$ cat src/rtl/ps2_keyboard_rx.sv
// PS/2 keyboard receiver: filtered clock strobes, 11-bit frame FSM, set-2 make/break/E0 decoding.
// Define PS2_PARITY_CHECK_EN to discard frames with a parity mismatch; otherwise the parity bit is ignored.
module ps2_keyboard_rx #(
  parameter int FILTER_LEN     = 8,
  parameter int TIMEOUT_CYCLES = 20000
) (
  input  logic       CLK100MHZ,
  input  logic       CPU_RESETN,
  input  logic       PS2_CLK,
  input  logic       PS2_DATA,
  output logic [7:0] key_code,
  output logic       key_valid,
  output logic       key_released,
  output logic       key_extended,
  output logic       frame_error
);

  localparam int FW = $clog2(FILTER_LEN + 1);
  localparam int TW = $clog2(TIMEOUT_CYCLES + 1);

  // state    | meaning
  // S_IDLE   | waiting for a start bit (data=0 on a strobe)
  // S_DATA   | shifting in d0..d7, LSB first
  // S_PARITY | sampling the odd-parity bit
  // S_STOP   | checking the stop bit, delivering the byte
  typedef enum logic [1:0] {S_IDLE, S_DATA, S_PARITY, S_STOP} state_t;

  state_t          r_state;
  state_t          w_state_nxt;
  logic            r_clk_s1, r_clk_s2, r_dat_s1, r_dat_s2;
  logic            r_filt;
  logic [FW-1:0]   r_filt_cnt;
  logic            r_strobe;
  logic [7:0]      r_shift;
  logic [2:0]      r_bit_cnt;
  logic [TW-1:0]   r_wdog;
  logic            r_brk_pend;
  logic            r_ext_pend;
  logic            w_timeout;
  logic            w_parity_ok;
  logic            w_shift_en;
  logic            w_byte_done;
  logic            w_frame_bad;
  logic            w_is_reply;

  always_ff @(posedge CLK100MHZ) begin
    if (!CPU_RESETN) begin
      r_clk_s1 <= 1'b1;
      r_clk_s2 <= 1'b1;
      r_dat_s1 <= 1'b1;
      r_dat_s2 <= 1'b1;
    end else begin
      r_clk_s1 <= PS2_CLK;
      r_clk_s2 <= r_clk_s1;
      r_dat_s1 <= PS2_DATA;
      r_dat_s2 <= r_dat_s1;
    end
  end

  // The filtered level flips on the FILTER_LEN-th consecutive differing sample; a 1->0 flip is a strobe.
  always_ff @(posedge CLK100MHZ) begin
    if (!CPU_RESETN) begin
      r_filt     <= 1'b1;
      r_filt_cnt <= '0;
      r_strobe   <= 1'b0;
    end else begin
      r_strobe <= 1'b0;
      if (r_clk_s2 == r_filt) begin
        r_filt_cnt <= '0;
      end else if (r_filt_cnt == FW'(FILTER_LEN - 1)) begin
        r_filt     <= r_clk_s2;
        r_filt_cnt <= '0;
        r_strobe   <= r_filt;
      end else begin
        r_filt_cnt <= r_filt_cnt + 1'b1;
      end
    end
  end

  always_ff @(posedge CLK100MHZ) begin
    if (!CPU_RESETN) r_state <= S_IDLE;
    else             r_state <= w_state_nxt;
  end

  always_comb begin
    w_state_nxt = r_state;
    if (w_timeout) begin
      w_state_nxt = S_IDLE;
    end else if (r_strobe) begin
      case (r_state)
        S_IDLE:   if (!r_dat_s2) w_state_nxt = S_DATA;
        S_DATA:   if (r_bit_cnt == 3'd7) w_state_nxt = S_PARITY;
        S_PARITY: w_state_nxt = S_STOP;
        S_STOP:   w_state_nxt = S_IDLE;
        default:  w_state_nxt = S_IDLE;
      endcase
    end
  end

  always_comb begin
    w_shift_en  = 1'b0;
    w_byte_done = 1'b0;
    w_frame_bad = w_timeout;
    if (r_strobe) begin
      case (r_state)
        S_DATA: w_shift_en = 1'b1;
        S_STOP: begin
          if (r_dat_s2 && w_parity_ok) w_byte_done = 1'b1;
          else                         w_frame_bad = 1'b1;
        end
        default: ;
      endcase
    end
  end

  // Watchdog down-counter: the strobe cycle itself counts as the first timeout cycle.
  assign w_timeout = (r_state != S_IDLE) && !r_strobe && (r_wdog == '0);

`ifdef PS2_PARITY_CHECK_EN
  logic r_parity;

  always_ff @(posedge CLK100MHZ) begin
    if (!CPU_RESETN)                           r_parity <= 1'b0;
    else if (r_strobe && r_state == S_PARITY) r_parity <= r_dat_s2;
  end

  assign w_parity_ok = ^{r_shift, r_parity};
`else
  assign w_parity_ok = 1'b1;
`endif

  always_ff @(posedge CLK100MHZ) begin
    if (!CPU_RESETN) begin
      r_shift   <= '0;
      r_bit_cnt <= '0;
      r_wdog    <= '0;
    end else begin
      if (w_timeout)       r_shift <= '0;
      else if (w_shift_en) r_shift <= {r_dat_s2, r_shift[7:1]};

      if (r_strobe && r_state == S_IDLE) r_bit_cnt <= '0;
      else if (w_shift_en)               r_bit_cnt <= r_bit_cnt + 1'b1;

      if (r_strobe)                                  r_wdog <= TW'(TIMEOUT_CYCLES - 2);
      else if (r_state != S_IDLE && r_wdog != '0)    r_wdog <= r_wdog - 1'b1;
    end
  end

  assign w_is_reply = (r_shift == 8'hFA) || (r_shift == 8'hAA) || (r_shift == 8'hEE) ||
                      (r_shift == 8'hFE) || (r_shift == 8'h00) || (r_shift == 8'hFF);

  always_ff @(posedge CLK100MHZ) begin
    if (!CPU_RESETN) begin
      key_code     <= 8'h00;
      key_valid    <= 1'b0;
      key_released <= 1'b0;
      key_extended <= 1'b0;
      frame_error  <= 1'b0;
      r_brk_pend   <= 1'b0;
      r_ext_pend   <= 1'b0;
    end else begin
      key_valid    <= 1'b0;
      key_released <= 1'b0;
      frame_error  <= w_frame_bad;
      if (w_frame_bad) begin
        r_brk_pend <= 1'b0;
        r_ext_pend <= 1'b0;
      end else if (w_byte_done) begin
        if (r_shift == 8'hF0) begin
          r_brk_pend <= 1'b1;
        end else if (r_shift == 8'hE0) begin
          r_ext_pend <= 1'b1;
        end else if (w_is_reply) begin
          r_brk_pend <= 1'b0;
          r_ext_pend <= 1'b0;
        end else begin
          key_code     <= r_shift;
          key_extended <= r_ext_pend;
          key_released <= r_brk_pend;
          key_valid    <= !r_brk_pend;
          r_brk_pend   <= 1'b0;
          r_ext_pend   <= 1'b0;
        end
      end
    end
  end

endmodule

$ cat config.mk
export PLATFORM = sky130hd
export DESIGN_NAME = ps2_keyboard_rx
export DESIGN_NICKNAME = d
export VERILOG_FILES = /design/src/rtl/ps2_keyboard_rx.sv
export SDC_FILE = /design/constraint.sdc
export NUM_CORES = 1
export LEC_CHECK = 0
export ABC_AREA = 0
export BUFFER_PORTS_ARGS = -buffer_cell sky130_fd_sc_hd__buf_2
export CAP_MARGIN = 10
export CELL_PAD_IN_SITES_DETAIL_PLACEMENT = 0
export CELL_PAD_IN_SITES_GLOBAL_PLACEMENT = 1
export CORE_UTILIZATION = 25
export CTS_CLUSTER_DIAMETER = 200
export DETAILED_ROUTE_END_ITERATION = 8
export GPL_TIMING_DRIVEN = 0
export PLACE_DENSITY = 0.58
export SLEW_MARGIN = 20
export SYNTH_ARGS = -nofsm -noshare
export SYNTH_HDL_FRONTEND = slang
export SYNTH_SLANG_ARGS = --single-unit
$ cat constraint.sdc
create_clock -name CLK100MHZ -period 2.7 [get_ports CLK100MHZ]
set_clock_uncertainty 0.1 [all_clocks]
set_input_delay 0.54 -clock CLK100MHZ [delete_from_list [all_inputs] [get_ports CLK100MHZ]]
set_output_delay 0.54 -clock CLK100MHZ [all_outputs]
set_load 0.01 [all_outputs]
==> out/results.tsv, run 1 <==
metric	value	unit
EDFF count, synth	0	
worst hold margin	0.3037	ns
unrepaired setup endpoints after global routing	no	
FF/Latch Area	1041	µm²
drt wl/cell	12.44	µm
die area	9586	µm²
initial antenna violation count	0	
vias in the first global route	1744	
area of the multi-input gates	1169	µm²
total track usage	11.12	%
remaining global-route overflow	0	
final setup violation count	0	
Post-Synthesis Net Count	275	
nets@finish	297	
CTS root buffer	clkbuf_8	
area grow syn2layout	13.55	%
failing checks	design-rule violations	
peak supply drop	0.1611	mV
outcome	complete, but fails checks	
Pleak	0.001013	µW
count of cell types in the netlist	46	
Ys Warns	0	
# port buffers	15	
setup TNS	0	ns
Iter 0 DRT Violations	53	
Cells after Synth	263	
Die X	97.91	µm
worst setup path start	r_state[0]	
post-synthesis register bit count	52	
first-pass GRT wire length	8.493	mm
WP data arrival	2.59	ns
CTS tree	built	
most common cell in the synthesized netlist	dfxtp_1	
Crit Path Category	flop to flop	
H-tree level count	2	
asr flop ratio synth	0	%
clock buffer depth	2	
cts repair resizes	0	
Min-Delay Endpoint	r_dat_s1	
clock sink count	52	
Vias/cell	4.599	
share of cells above drive strength 1	12.59	%
Max Fanout on Critical Path	10	
type of origin of the critical path	flop	
# rows	34	
top post-synthesis cells by area	dfxtp_1, nand3_1, nand2_1, ha_1, nor2_1	
Power Density	483.3	nW/µm²
area leader, netlist	dfxtp_1	
largest net degree at the start of global routing	16	
Worst setup EP type	flop	
postcts setup bufs	0	
startpoint of the worst hold path	PS2_DATA	
worst r2r dst	r_state[0]	
HP Class	input port to flop	
Critical Path RT	2.80	ns
final worst-path cycle share	92.20	%
synthesized area	2300	µm²
drt first pass iters	6	
Post-synth top cells	dfxtp_1, nand2_1, nand3_1, nor2_1, clkbuf_1	
Max-Cap Viols	0	
fin. max-slew vios	0	
Fillers	949	
top_reg_cell synth	dfxtp_1	
Hold-fix buffers, CTS	0	
hold path depth	2	
flop2flop setup slack	0.21	ns
io pins	16	
GP Congestion	0.7294	
Starting Density	26.12	%
DR vias	1812	
fmax	0.4017	GHz
Slew @ Worst Pin	0.5698	ns
share of the synthesized area in the top cell type	45.27	%
path depth of the worst reg2reg path	8	
CTS buffer count	5	
Synth Area per Inst	8.744	µm²
Antenna Violating Nets Remaining	0	
CORE AREA	8806	µm²
ANT cells	0	
DP HPWL	3.530	mm
CTS clk-pin slew, worst paths	0.10	ns
Slew headroom	61.66	%
minimum clock period	2.489	ns
RR Startpoint	r_state[0]	
die height	97.91	µm
sequential area share after synthesis	45.27	%
drc violations	1	
Final Hold Fails	0	
clk_lat worst skew	0.31	ns
routed wire length	4.901	mm
## state kept, by name (all words and copies together), names as in the netlist, 2 cells and up
name / cells
key_code: 8
r_bit_cnt: 3
r_filt_cnt: 4
r_shift: 8
r_state: 2
r_wdog: 15
## cells in the final DEF (no fill, tap or decap), types with 4 or more instances in the layout
cell,n
nor4_1,4
dfxtp_1,52
xor2_1,8
nor2_1,23
nor3_1,9
nand3_1,23
o21ai_0,11
ha_1,7
xnor2_1,5
a21oi_1,12
nand2_1,27
clkbuf_8,6
buf_2,16
inv_1,6
nand2b_1,6
clkbuf_1,13
o21a_1,5
## metrics by stage
| step | total power [µW] | setup slack, ns | util (%) | cell area [µm²] | instances |
|---|---|---|---|---|---|
| after floorplan | 804.8 | 0.2839 | - | 2300 | 263 |
| after global placement | 816.0 | 0.04834 | 28.50 | 2510 | 386 |
| after detailed placement | 816.0 | 0.05698 | 28.50 | 2510 | 386 |
| after CTS | 1282 | 0.02801 | 29.55 | 2603 | 394 |
| after global routing | 1327 | 0.05348 | 29.65 | 2611 | 394 |
| final | 1262 | 0.2107 | 29.65 | 2611 | 394 |
## critical path, cell delays in order, from the launching register on
cell      delay, ns
dfxtp_1        0.36
inv_1          0.08
ha_2           0.24
or4b_4         0.52
or3_1          0.40
buf_6          0.15
o31ai_4        0.28
buf_6          0.18
a211oi_1       0.05
## per-layer routing
metal / vias to the layer above / global-route usage [%] / wire [µm]
li1: 965 / - / -
met2: 19 / 17.88 / 2171
met4: 0 / 2.448 / 47
met3: 5 / 3.364 / 170
met5: - / 0 / 0
met1: 823 / 14.62 / 2511
## worst max path at each step
stage | end | slack [ns] | cells after the start
floorplan | r_state[0] | 0.28 | 8
global placement | r_state[0] | 0.05 | 8
detailed placement | r_state[0] | 0.06 | 8
CTS | r_state[0] | 0.03 | 8
global route | r_state[0] | 0.05 | 8
finish | r_state[0] | 0.21 | 8
## cell families (layout without fill, tap and decap cells)
kind of cell	after synthesis	count (layout)	share of synthesized area (%)
multiplexers	3	3	1.306
AO/OA/AOI/OAI	47	47	13.82
XOR/XNOR	13	13	4.951
flip-flops	52	52	45.27
AND/OR/NAND/NOR	118	118	26.28
buffers and inverters	22	45	4.026
adder cells (fa/ha/maj)	8	8	4.353
## power by group
group / leakage [µW] / internal, µW / switching, µW
combinational: 0.000542 / 8.61 / 17.5
clock: 0.0000510 / 205 / 259
sequential: 0.000420 / 769 / 1.99
## layout make-up
type                       instances  share of cell area, %
multi-input combinational        189                  44.75
clock buffer                       6                  3.162
clock inverter                     2                 0.3833
timing repair buffer              15                  2.875
tap                              108                  5.175
buffer                            16                  2.923
sequential                        52                  39.87
inverter                           6                 0.8625
Note: power is estimated with default switching activity, not from simulation.
==> inputs of run 2 (changes only) <==
--- a/config.mk
+++ b/config.mk
@@ -8,13 +8,11 @@
 export ABC_AREA = 0
 export BUFFER_PORTS_ARGS = -buffer_cell sky130_fd_sc_hd__buf_2
 export CAP_MARGIN = 10
-export CELL_PAD_IN_SITES_DETAIL_PLACEMENT = 0
-export CELL_PAD_IN_SITES_GLOBAL_PLACEMENT = 1
-export CORE_UTILIZATION = 25
+export CORE_UTILIZATION = 45
 export CTS_CLUSTER_DIAMETER = 200
 export DETAILED_ROUTE_END_ITERATION = 8
 export GPL_TIMING_DRIVEN = 0
-export PLACE_DENSITY = 0.58
+export PLACE_DENSITY_LB_ADDON = 0.08
 export SLEW_MARGIN = 20
 export SYNTH_ARGS = -nofsm -noshare
 export SYNTH_HDL_FRONTEND = slang
==> run 2 against run 1 <==
The run now ends clean. Clock power fell by 2%. Hold slack better by 0.0061 ns. Sequential share of layout area is 0.84 points higher. Wire length fell by 9.1%. Non-clock buffer count unchanged. Global-route usage up 7.0 points. Largest power group unchanged.
==> out/results.tsv, run 2 (synthesis results as in run 1) <==
metric	value	unit	change
Pleak	0.001005	µW	-0.76%
postcts setup bufs	0		unchanged
nets@finish	297		unchanged
# port buffers	15		unchanged
largest net degree at the start of global routing	16		unchanged
area grow syn2layout	11.21	%	
Slew @ Worst Pin	0.6057	ns	+0.03584 ns
first-pass GRT wire length	7.603	mm	-10%
worst r2r dst	r_shift[6]		
Critical Path RT	2.79	ns	about the same
Starting Density	47.74	%	+22 points
Slew headroom	59.25	%	-2.4 points
Die X	73.49	µm	-25%
Power Density	490.6	nW/µm²	+1.5%
Worst Setup EP	r_shift[6]		
number of flip-flops in the largest register	15		unchanged
worst path cell trace	inv_1 > ha_2 > or4b_4 > or3_1 > buf_6 > o31ai_4 > buf_4 > a21oi_1		
area of the multi-input gates	1169	µm²	unchanged
GP Congestion	0.7704		+5.6%
FF/Latch Area	1041	µm²	unchanged
startpoint of the worst hold path	PS2_DATA		
Fillers	498		-48%
peak supply drop	0.2676	mV	+66%
die area	5400	µm²	-44%
drc violations	0		-1
minimum clock period	2.505	ns	+0.01588 ns
most common cell after layout, fill and taps aside	dfxtp_1		
Pwr Total	1255	µW	-0.58%
most frequent cells in the layout	dfxtp_1, nand2_1, nand3_1, nor2_1, buf_2		
H-tree level count	2		unchanged
vias in the first global route	1687		-3.3%
ANT cells	0		unchanged
routed wire length	4.456	mm	-9.1%
HP Class	input port to flop		
total track usage	18.16	%	+7.0 points
unrepaired setup endpoints after global routing	no		
remaining global-route overflow	0		unchanged
fin. max-slew vios	0		unchanged
WP data arrival	2.60	ns	about the same
Most flops, register	r_wdog		
slowest cell on the critical path	or4b_4		
final setup violation count	0		unchanged
io pins	16		unchanged
final worst-path cycle share	92.78	%	+0.59 points
Antenna Violating Nets Remaining	0		unchanged
# rows	25		-26%
drt first pass iters	4		-2
Iter 0 DRT Violations	70		+32%
Final Hold Fails	0		unchanged
path depth of the worst reg2reg path	8		unchanged
clock buffer depth	2		unchanged
CTS tree	built		
CTS clk-pin slew, worst paths	0.09	ns	about the same
share of cells above drive strength 1	12.24	%	-0.35 points
CTS root buffer	clkbuf_8		
RR Startpoint	r_state[1]		
setup TNS	0	ns	unchanged
DP HPWL	3.210	mm	-9.1%
DR vias	1849		+2.0%
clock sink count	52		unchanged
clk_lat worst skew	0.30	ns	about the same
Max-Cap Viols	0		unchanged
type of origin of the critical path	flop		
Critical Path Max Stage Delay	0.53	ns	about the same
Crit Path Category	flop to flop		
flop2flop setup slack	0.19	ns	-0.02 ns
CTS buffer count	5		unchanged
outcome	complete, no violations		
fmax	0.3992	GHz	-0.63%
Max Fanout on Critical Path	10		unchanged
Worst setup EP type	flop		
die height	73.49	µm	-25%
Largest regs	r_wdog: 15 flops, key_code: 8 flops, r_shift: 8 flops		
drt wl/cell	12.62	µm	+1.5%
initial antenna violation count	0		unchanged
CORE AREA	4817	µm²	-45%
Vias/cell	5.238		+14%
worst setup path start	r_state[1]		
## run 2: cell types whose count changed in the layout (fill, tap and decap cells not counted), sizes merged
cell      previous run  this run
clkbuf              19        20
clkinv               2         0
clkinvlp             0         1
## run 2: worst min path at each step
| stage | to | slack (ns) | cells after the start |
|---|---|---|---|
| after floorplan | r_clk_s2 | 0.29 | 1 |
| after global placement | r_dat_s2 | 0.29 | 1 |
| after detailed placement | r_clk_s2 | 0.30 | 1 |
| after CTS | r_dat_s1 | 0.30 | 2 |
| after global routing | r_clk_s1 | 0.31 | 2 |
| final | r_dat_s1 | 0.31 | 2 |
## run 2: through the flow
stage / hold WS [ns] / instances / setup WS [ns] / area [µm²] / util [%]
2_1_floorplan: 0.2863 / 263 / 0.2839 / 2300 / -
3_3_place_gp: 0.2902 / 345 / 0.05570 / 2459 / 51.04
3_5_place_dp: 0.3006 / 345 / 0.05966 / 2459 / 51.04
4_1_cts: 0.3039 / 353 / 0.04225 / 2552 / 52.99
5_1_grt: 0.3089 / 353 / 0.06887 / 2557 / 53.09
6_report: 0.3098 / 353 / 0.1948 / 2557 / 53.09
## run 2: where the power goes
group          internal (µW)  leakage, µW  switching, µW
logic                   8.12     0.000541           16.9
clock network            209    0.0000445            249
registers                769     0.000420           2.02
total                    986      0.00101            268
## run 2: worst max-delay path: cells and delay by family (launching register included)
family / cells / cell delay (ns)
fa+ha+maj: 1 / 0.23
compound gates: 2 / 0.31
flops: 1 / 0.39
simple gates: 2 / 0.93
buf+inv: 3 / 0.45
## run 2: layout make-up
| cell class | instances | area share, % |
|---|---|---|
| Multi-Input combinational cell | 189 | 45.69 |
| Sequential cell | 52 | 40.70 |
| Clock buffer | 7 | 3.376 |
| Tap cell | 67 | 3.278 |
| Timing Repair Buffer | 15 | 2.935 |
| Buffer | 16 | 2.838 |
| Inverter | 6 | 0.8806 |
| Clock inverter | 1 | 0.2935 |
## run 2: what timing repair did
action,CTS,global route
hold buffers,0,0
gates resized for setup,0,3
hold endpoints to repair,0,0
setup endpoints to repair,0,10
## run 2: layer usage
layer / part of all wire (%) / track usage (%)
met3: 2.4 / 4.390
met2: 45 / 29.97
met1: 51 / 23.08
met4: 1.8 / 6.410
met5: 0 / 0
